## config.mk

```make
export PLATFORM = sky130hd
export DESIGN_NAME = pack_16i_256o_prefetch
export DESIGN_NICKNAME = d
export VERILOG_FILES = /design/src/rtl/pack_16i_256o_prefetch.sv
export SDC_FILE = /design/constraint.sdc
export NUM_CORES = 1
export LEC_CHECK = 0
export BUFFER_PORTS_ARGS = -buffer_cell sky130_fd_sc_hd__buf_2
export CORE_ASPECT_RATIO = 0.8
export CORE_MARGIN = 2
export CORE_UTILIZATION = 50
export CTS_CLUSTER_DIAMETER = 120
export CTS_CLUSTER_SIZE = 8
export DETAILED_ROUTE_END_ITERATION = 8
export GPL_ROUTABILITY_DRIVEN = 1
export PLACE_DENSITY = 0.74
export SLEW_MARGIN = 20
export SYNTH_ARGS = -nofsm -noshare
export SYNTH_HDL_FRONTEND = slang
export SYNTH_SLANG_ARGS = --single-unit
```

## constraint.sdc

```tcl
create_clock -name clk -period 2.63 [get_ports clk]
set_input_delay 0.3945 -clock clk [delete_from_list [all_inputs] [get_ports clk]]
set_output_delay 0.3945 -clock clk [all_outputs]
set_load 0.02 [all_outputs]
```

## src/rtl/pack_16i_256o_prefetch.sv

```systemverilog
// Narrow-to-wide packer with a single prefetch-style output holding register.
// Narrow words fill lanes in ascending order; a full group or a flush moves the
// accumulated lanes into the holding register, which is presented until accepted.
module pack_16i_256o_prefetch #(
  parameter int IN_WIDTH  = 16,
  parameter int OUT_WIDTH = 256
) (
  input  logic                                      clk,
  input  logic                                      rst_n,
  input  logic [IN_WIDTH-1:0]                       in_data,
  input  logic                                      in_vld,
  output logic                                      in_rdy,
  input  logic                                      flush,
  output logic [OUT_WIDTH-1:0]                      out_data,
  output logic [$clog2(OUT_WIDTH/IN_WIDTH):0]       out_words,
  output logic                                      out_vld,
  input  logic                                      out_en
);

  // N is the lane count and must be a power of two between 2 and 64.
  localparam int N  = OUT_WIDTH / IN_WIDTH;
  localparam int CW = $clog2(N);
  localparam int WW = CW + 1;
  localparam logic [CW-1:0] LAST_LANE = CW'(N - 1);

  logic [OUT_WIDTH-1:0] acc;
  logic [OUT_WIDTH-1:0] acc_next;
  logic [CW-1:0]        cnt;
  logic                 flush_pend;
  logic                 rdy_en;
  logic                 accept;
  logic                 hold_free;
  logic                 full_word;
  logic                 flush_req;
  logic [WW-1:0]        fill_words;

  // Ready depends only on registered state so out_en and in_vld never reach in_rdy.
  // rdy_en keeps in_rdy low during reset and raises it on the first edge after.
  assign in_rdy     = rdy_en && !flush_pend && !((cnt == LAST_LANE) && out_vld);
  assign accept     = in_vld && in_rdy;
  assign hold_free  = !out_vld || out_en;
  assign full_word  = accept && (cnt == LAST_LANE);
  assign flush_req  = flush && !flush_pend && ((cnt != '0) || accept);
  assign fill_words = WW'(cnt) + WW'(accept);

  // Accumulator view including the word accepted this cycle, placed at lane cnt.
  always_comb begin
    acc_next = acc;
    for (int k = 0; k < N; k++) begin
      if (accept && (cnt == CW'(k))) begin
        acc_next[k*IN_WIDTH +: IN_WIDTH] = in_data;
      end
    end
  end

  // Lane counting, holding-register loads (full group, flush, deferred flush) and output handshake.
  always_ff @(posedge clk or negedge rst_n) begin
    if (!rst_n) begin
      acc        <= '0;
      cnt        <= '0;
      flush_pend <= 1'b0;
      rdy_en     <= 1'b0;
      out_data   <= '0;
      out_words  <= '0;
      out_vld    <= 1'b0;
    end else begin
      rdy_en <= 1'b1;
      if (out_vld && out_en) begin
        out_vld <= 1'b0;
      end
      if (flush_pend) begin
        if (hold_free) begin
          out_data   <= acc;
          out_words  <= WW'(cnt);
          out_vld    <= 1'b1;
          acc        <= '0;
          cnt        <= '0;
          flush_pend <= 1'b0;
        end
      end else if (full_word || (flush_req && hold_free)) begin
        out_data  <= acc_next;
        out_words <= fill_words;
        out_vld   <= 1'b1;
        acc       <= '0;
        cnt       <= '0;
      end else begin
        acc <= acc_next;
        cnt <= cnt + CW'(accept);
        if (flush_req) begin
          flush_pend <= 1'b1;
        end
      end
    end
  end

endmodule

```

==> tab_implementation.tex, run 1 <==
\begin{tabular}{lr}
\hline
Metric & Value \\
\hline
\multicolumn{2}{l}{\textbf{Pwr}} \\
Cell area power density & 813.0 nW/um\^{}2 \\
Total power after layout & 22.31 mW \\
Static Leak & 14.28 nW \\
VDD IR-drop max & 0.7267 mV \\
\multicolumn{2}{l}{\textbf{STA}} \\
Accumulated negative setup slack & 0 ps \\
Tightest Pin Transition & 1087 ps \\
Final hold violation count & 0 \\
Fmax & 390.7 MHz \\
Tightest slew margin relative to the limit & 27.27\% \\
Period utilization & 97.31\% \\
Count of final max-slew check failures & 0 \\
Min Clock Period, post-route & 2559 ps \\
Largest clock skew in the final design & 18.73 ps \\
Setup violation total in the final timing report & 0 \\
RSZ-0062 raised after global routing & false \\
\multicolumn{2}{l}{\textbf{Drt}} \\
Pre-Repair DR Iteration Count & 5 \\
Total routed wirelength & 61410 um \\
Wire length per cell & 24.36 um \\
Count of nets left with antenna violations after detail routing & 0 \\
Routed via count divided by cell count & 6.005 \\
Number of vias after detailed routing & 15138 \\
DR DRC count & 0 \\
First DRT Iteration DRCs & 864 \\
\multicolumn{2}{l}{\textbf{Final layout}} \\
Share of final-layout standard cells stronger than drive strength 1 & 52.02\% \\
Filler cell count in the final layout & 3451 \\
Most common cell after layout, fill and taps aside & dfrtp\_1 \\
Area added between synthesis and finish & 18.99\% \\
Most frequent cells in the layout & dfrtp\_1, mux2\_2, buf\_2, a22o\_1, a32o\_1 \\
NumNets Final & 1926 \\
Count of antenna diodes in the layout & 0 \\
\multicolumn{2}{l}{\textbf{Yosys}} \\
Synthesized netlist cell count & 1628 \\
Number of storage elements in the synthesis netlist & 524 \\
Number of distinct standard cells referenced by the synthesized netlist & 53 \\
Most used flip-flop cell after synthesis & dfrtp\_1 \\
Post-synthesis net count & 1651 \\
Post-synthesis sequential area ratio & 56.86\% \\
Number of warnings reported in the yosys synthesis log & 0 \\
Mean Syn Cell Area & 14.16 um\^{}2 \\
Proportion of synthesized flip-flops having asynchronous set or reset & 100.0\% \\
Summed instance area of the synthesized netlist & 23060 um\^{}2 \\
Count of flip-flops with a built-in enable after synthesis & 0 \\
\multicolumn{2}{l}{\textbf{Clock network}} \\
Number of buffers created by CTS & 75 \\
Number of hold buffers added after CTS & 1 \\
Clock sink total & 524 \\
Clock Pin Slew Worst Setup and Hold Paths & 50 ps \\
Cell at the root of the clock tree & clkbuf\_16 \\
TritonCTS clock tree & done \\
Clock network latency to the later pin of the worst-skew pair & 610 ps \\
Number of buffers on the longest clock path & 3 \\
Depth of the CTS H-tree & 3 \\
Post-cts resize count & 0 \\
Post-CTS setup repair buffer count & 0 \\
\multicolumn{2}{l}{\textbf{Worst setup path}} \\
Worst Path Class, Setup & flop to output pin \\
Worst EP arrival & 2160 ps \\
Crit-path max FO & 7 \\
Required time of the worst setup path & 2240 ps \\
Setup crit start kind & flop \\
Setup crit end kind & output pin \\
\multicolumn{2}{l}{\textbf{Global routing}} \\
Via count of the first global-routing pass & 16008 \\
First-pass GRT wire length & 96010 um \\
Number of antenna violations at the first check in global routing & 0 \\
Total GRT Usage & 25.99\% \\
Grt ovf & 0 \\
Maximum number of pins on one net before global-route repair & 77 \\
\multicolumn{2}{l}{\textbf{Worst hold path}} \\
Min-delay worst type & primary input to flop \\
\multicolumn{2}{l}{\textbf{Floorplanning}} \\
Die X-Extent & 244.1 um \\
Num rows & 70 \\
Total Die Area & 47860 um\^{}2 \\
Number of top-level design ports & 284 \\
Starting utilization of the core area & 50.53\% \\
Height of the chip & 196.1 um \\
Total core area & 45630 um\^{}2 \\
\multicolumn{2}{l}{\textbf{Run status}} \\
Run status & finished, final reports clean \\
\multicolumn{2}{l}{\textbf{Placed design}} \\
Number of buffers added on ports & 283 \\
Post-detailed-placement half-perimeter wirelength & 38500 um \\
Final estimated routing congestion in global placement & 0.8693 \\
\multicolumn{2}{l}{\textbf{Run}} \\
Total of max-cap violations & 0 \\
\hline
\end{tabular}
## cells by family after synthesis
logic type,share of synthesized area [%]
flops,56.86
simple gates,3.809
mux,25.25
fa+ha+maj,0.1085
other cells,0.01626
buf+inv,3.657
compound gates,10.18
xor+xnor,0.1140
## flip-flops by register name, indices dropped and copies added, names as in the netlist
| name | count |
|---|---|
| out_words | 5 |
| flush_pend | 1 |
| rdy_en | 1 |
| out_vld | 1 |
| out_data | 256 |
| acc | 256 |
| cnt | 4 |
## per-layer routing
layer | up-vias | global-route usage (%) | share of wire (%) | wire, um
met5 | - | 0 | 0 | 0
met4 | 0 | 9.350 | 3.3 | 2013
met3 | 127 | 6.019 | 6.3 | 3874
met2 | 525 | 40.08 | 46 | 28450
met1 | 7894 | 36.22 | 44 | 27080
li1 | 6592 | - | - | -
## path summary, 6_finish.rpt
| check | start | end | slack (ps) | cells past startpoint |
|---|---|---|---|---|
| worst max-delay path | cnt[2] | in_rdy | 70 | 5 |
| worst min-delay path | out_en | flush_pend | 260 | 4 |
| worst max register to register | cnt[3] | out_data[234] | 140 | 6 |
| worst min register to register | acc[251] | acc[251] | 480 | 1 |
| max in group asynchronous | rst_n | out_data[47] | 1390 | 3 |
| min in group asynchronous | rst_n | out_data[36] | 360 | 2 |
## synthesized netlist by cell type (all sizes together), types with 2 or more instances
library cell  count  area share, %
nand2b            6           0.16
a22o            112            4.3
xnor2             2          0.076
and4bb            2           0.11
clkbuf           89            1.5
ha                2           0.11
inv               4          0.065
nand3             9           0.26
nor2b             2          0.054
o22ai            50            1.4
nor3b             6           0.41
a21oi             3          0.065
dfrtp           524             57
and2b             2          0.065
nor4              3           0.21
nor2             11           0.22
nor3              3           0.13
and3              7           0.19
mux2            517             25
o211ai            4           0.13
buf              75            2.1
nand4             4           0.14
nand2            72            1.2
and2             15           0.41
o41ai             9           0.62
a32o             81            3.5
## worst max-delay path: stages (launching register included)
cell and delay [ps]:
dfrtp_1 470, buf_4 200, nand2_1 280, nor2_1 140, a21oi_1 260, buf_2 220
## stage by stage
step / utilization (%) / cells / area [um^2] / setup slack, ps / hold slack, ps
2_1_floorplan: - / 1628 / 23060 / 390.9 / 98.91
3_3_place_gp: 55.62 / 2437 / 25380 / 229.2 / 401.7
3_5_place_dp: 55.62 / 2437 / 25380 / 179.9 / 409.5
4_1_cts: 60.07 / 2521 / 27410 / 61.40 / 220.7
5_1_grt: 60.13 / 2521 / 27440 / 6.928 / 271.8
6_report: 60.13 / 2521 / 27440 / 70.74 / 255.7
## where the power goes
group          leakage, nW  total (mW)  switching, mW  internal, mW
registers             7.28        8.97          0.356          8.61
logic                 6.01        4.75           2.82          1.93
clock network        0.990        8.59           3.43          5.16
## cell type report
cell class	instances	area (um^2)	area share (%)
Multi-Input combinational cell	935	9198	33.52
Clock inverter	8	143.9	0.5244
Inverter	5	18.77	0.06840
Timing Repair Buffer	362	2322	8.464
Sequential cell	524	13110	47.79
Tap cell	612	765.7	2.791
Clock buffer	75	1877	6.840
Note: power is estimated with default switching activity, not from simulation.
==> run 2: changes to the inputs <==
--- a/config.mk
+++ b/config.mk
@@ -5,15 +5,17 @@
 export SDC_FILE = /design/constraint.sdc
 export NUM_CORES = 1
 export LEC_CHECK = 0
-export BUFFER_PORTS_ARGS = -buffer_cell sky130_fd_sc_hd__buf_2
 export CORE_ASPECT_RATIO = 0.8
 export CORE_MARGIN = 2
 export CORE_UTILIZATION = 50
 export CTS_CLUSTER_DIAMETER = 120
 export CTS_CLUSTER_SIZE = 8
 export DETAILED_ROUTE_END_ITERATION = 8
+export DONT_BUFFER_PORTS = 1
 export GPL_ROUTABILITY_DRIVEN = 1
-export PLACE_DENSITY = 0.74
+export PLACE_DENSITY = 0.69
+export REMOVE_ABC_BUFFERS = 1
+export SETUP_SLACK_MARGIN = 0.15
 export SLEW_MARGIN = 20
 export SYNTH_ARGS = -nofsm -noshare
 export SYNTH_HDL_FRONTEND = slang
==> run 2 against run 1 <==
Against the previous run:
- power decreased by 1.9%
- the flow now finishes with violations (hold timing)
- worst setup slack improved by 180 ps
- sequential share of layout area increased by 2.6 points
- clock skew decreased by 5.5 ps
- final cell count decreased by 11%
- highest routed layer unchanged
- largest power group unchanged
- register-to-register slack improved by 130 ps
- clock power increased by 0.8%
- routed wire length increased by 7.3%
==> tab_implementation.tex, run 2 (synthesis results as in run 1) <==
\begin{tabular}{lr}
\hline
Metric & Value \\
\hline
\multicolumn{2}{l}{\textbf{Clock network}} \\
Cell at the root of the clock tree & clkbuf\_16 \\
Number of buffers on the longest clock path & 3 \\
Clock Pin Slew Worst Setup and Hold Paths & 50 ps \\
Depth of the CTS H-tree & 3 \\
Number of buffers created by CTS & 75 \\
Clock network latency to the later pin of the worst-skew pair & 590 ps \\
TritonCTS clock tree & done \\
Clock sink total & 524 \\
Number of hold buffers added after CTS & 16 \\
\multicolumn{2}{l}{\textbf{Placed design}} \\
Pre-CTS setup slack & 137.4 ps \\
Count of placed standard cells including taps & 2136 \\
Post-detailed-placement half-perimeter wirelength & 33080 um \\
Final estimated routing congestion in global placement & 0.8382 \\
Number of buffers added on ports & 0 \\
\multicolumn{2}{l}{\textbf{Pwr}} \\
Switching power & 6.237 mW \\
VDD IR-drop max & 0.4609 mV \\
Relative contribution of the clock network to total power & 39.6\% \\
Cell-internal power & 15.64 mW \\
Total power after layout & 21.88 mW \\
Cell area power density & 840.3 nW/um\^{}2 \\
Seq pwr share & 42.7\% \\
Static Leak & 12.73 nW \\
Relative contribution of combinational cells to total power & 17.7\% \\
Switching power share of the total & 28.51\% \\
\multicolumn{2}{l}{\textbf{Worst setup path}} \\
Required time of the worst setup path & 2240 ps \\
Crit-path max FO & 7 \\
Setup crit end kind & output pin \\
Cell at the slowest stage of the critical path & dfrtp\_1 \\
Most prevalent standard cell on the critical path & buf\_4 \\
Category of cells accounting for the largest share of critical-path delay & flip-flops \\
Reg2Reg Capture Point & out\_data[242] \\
Worst Path Class, Setup & flop to output pin \\
Worst reg-to-reg path cell count & 6 \\
Worst EP arrival & 1990 ps \\
Register-to-register setup slack & 270 ps \\
Setup crit start kind & flop \\
Startpoint of the most critical register-to-register path & cnt[1] \\
Critical path buffer and inverter count & 2 \\
Crit path cell chain & buf\_4, nand2\_1, nor2\_1, a21oi\_1, buf\_4 \\
Highest cell delay on the worst timing path & 430 ps \\
\multicolumn{2}{l}{\textbf{STA}} \\
Count of final max-slew check failures & 0 \\
Final hold slack & -503.3 ps \\
Largest clock skew in the final design & 13.21 ps \\
Setup violation total in the final timing report & 0 \\
Tightest slew margin relative to the limit & 21.98\% \\
RSZ-0062 raised after global routing & false \\
Min Clock Period, post-route & 2384 ps \\
Period utilization & 90.65\% \\
Fmax & 419.5 MHz \\
Final hold violation count & 524 \\
Tightest Pin Transition & 1167 ps \\
Worst setup margin & 246.0 ps \\
\multicolumn{2}{l}{\textbf{Final layout}} \\
Most frequent cells in the layout & dfrtp\_1, mux2\_2, a22o\_1, a32o\_1, clkbuf\_16 \\
Most common cell after layout, fill and taps aside & dfrtp\_1 \\
Area added between synthesis and finish & 12.91\% \\
Filler-free cell count of the finished design & 2242 \\
Final standard cell utilization of the core & 57.06\% \\
NumNets Final & 1641 \\
Share of final-layout standard cells stronger than drive strength 1 & 43.23\% \\
Biggest registers after layout & acc: 256 flops, out\_data: 256 flops, out\_words: 5 flops \\
\multicolumn{2}{l}{\textbf{Global routing}} \\
Total GRT Usage & 27.60\% \\
Maximum number of pins on one net before global-route repair & 525 \\
First-pass GRT wire length & 97850 um \\
Via count of the first global-routing pass & 14664 \\
Number of antenna violations at the first check in global routing & 3 \\
Grt ovf & 0 \\
\multicolumn{2}{l}{\textbf{Drt}} \\
Wire length per cell & 29.40 um \\
Total routed wirelength & 65900 um \\
Pre-Repair DR Iteration Count & 6 \\
Number of vias after detailed routing & 14193 \\
Count of nets left with antenna violations after detail routing & 0 \\
First DRT Iteration DRCs & 1075 \\
DR DRC count & 0 \\
Routed via count divided by cell count & 6.331 \\
\multicolumn{2}{l}{\textbf{Floorplanning}} \\
Die X-Extent & 244.1 um \\
Total core area & 45630 um\^{}2 \\
Starting utilization of the core area & 50.53\% \\
Total Die Area & 47860 um\^{}2 \\
Number of top-level design ports & 284 \\
Num rows & 70 \\
Height of the chip & 196.1 um \\
\multicolumn{2}{l}{\textbf{Worst hold path}} \\
Min-delay worst type & primary input to async pin \\
\multicolumn{2}{l}{\textbf{Run status}} \\
Violated checks & hold timing \\
Run status & finished, violations left \\
\multicolumn{2}{l}{\textbf{Run}} \\
Total of max-cap violations & 0 \\
\hline
\end{tabular}
run 2: cell count changes in the layout (fill, tap and decap cells not counted), moves of 2 or more:
cell / previous run / this run
clkbuf_16: 75 / 78
buf_2: 282 / 0
diode_2: 0 / 6
dlygate4sd3_1: 1 / 6
clkinv_8: 4 / 1
o41ai_2: 2 / 6
o41ai_4: 5 / 2
buf_4: 54 / 44
buf_12: 24 / 26
run 2: power groups by stage:
stage | Sequential [mW] | Clock (mW) | Combinational [mW]
3_3_place_gp | 9.45 | 0 | 3.59
2_1_floorplan | 9.48 | 0 | 2.18
5_1_grt | 9.40 | 9.16 | 4.12
4_1_cts | 9.36 | 8.84 | 3.86
6_report | 9.35 | 8.66 | 3.87
3_5_place_dp | 9.48 | 0 | 3.67
run 2: worst max path at each step:
stage	slack, ps	to	cells after the start	start
2_1_floorplan	-5230	out_data[0]	4	flush_pend
3_3_place_gp	220	acc[166]	5	flush_pend
3_5_place_dp	140	acc[194]	6	rdy_en
4_1_cts	160	acc[172]	5	flush_pend
5_1_grt	170	in_rdy	5	cnt[2]
6_report	250	in_rdy	5	cnt[2]
run 2: through the flow:
stage               cell area (um^2)  setup TNS [ps]
floorplan                      22240        -1872090
finish                         26040               0
detailed placement             23660               0
CTS                            25990               0
global placement               23660               0
global route                   26020               0
run 2: routing by layer:
metal  wire length [um]  global-route usage (%)
met1              28470                   38.82
met4               1466                   7.836
met2              29460                   41.27
met5                  0                       0
met3               6514                   8.700
run 2: layout make-up:
class,instances,area [um^2]
clock inverter,5,83.83
sequential,524,13110
inverter,5,18.77
clock buffer,78,1952
multi-input combinational,935,9168
tap,612,765.7
fill,3594,19590
timing repair buffer,77,922.1
antenna,6,15.01
run 2: worst reg2reg max path, cell delays in order (launching register included):
cell	delay, ps
dfrtp_1	530
nand4_2	220
o41ai_2	370
o211a_4	270
buf_12	220
buf_12	250
mux2_2	380
run 2: timing repair:
action,CTS,global route
gates resized for setup,2,4
hold endpoints to repair,758,524
setup buffers,1,0
endpoints found under the setup margin,62,57
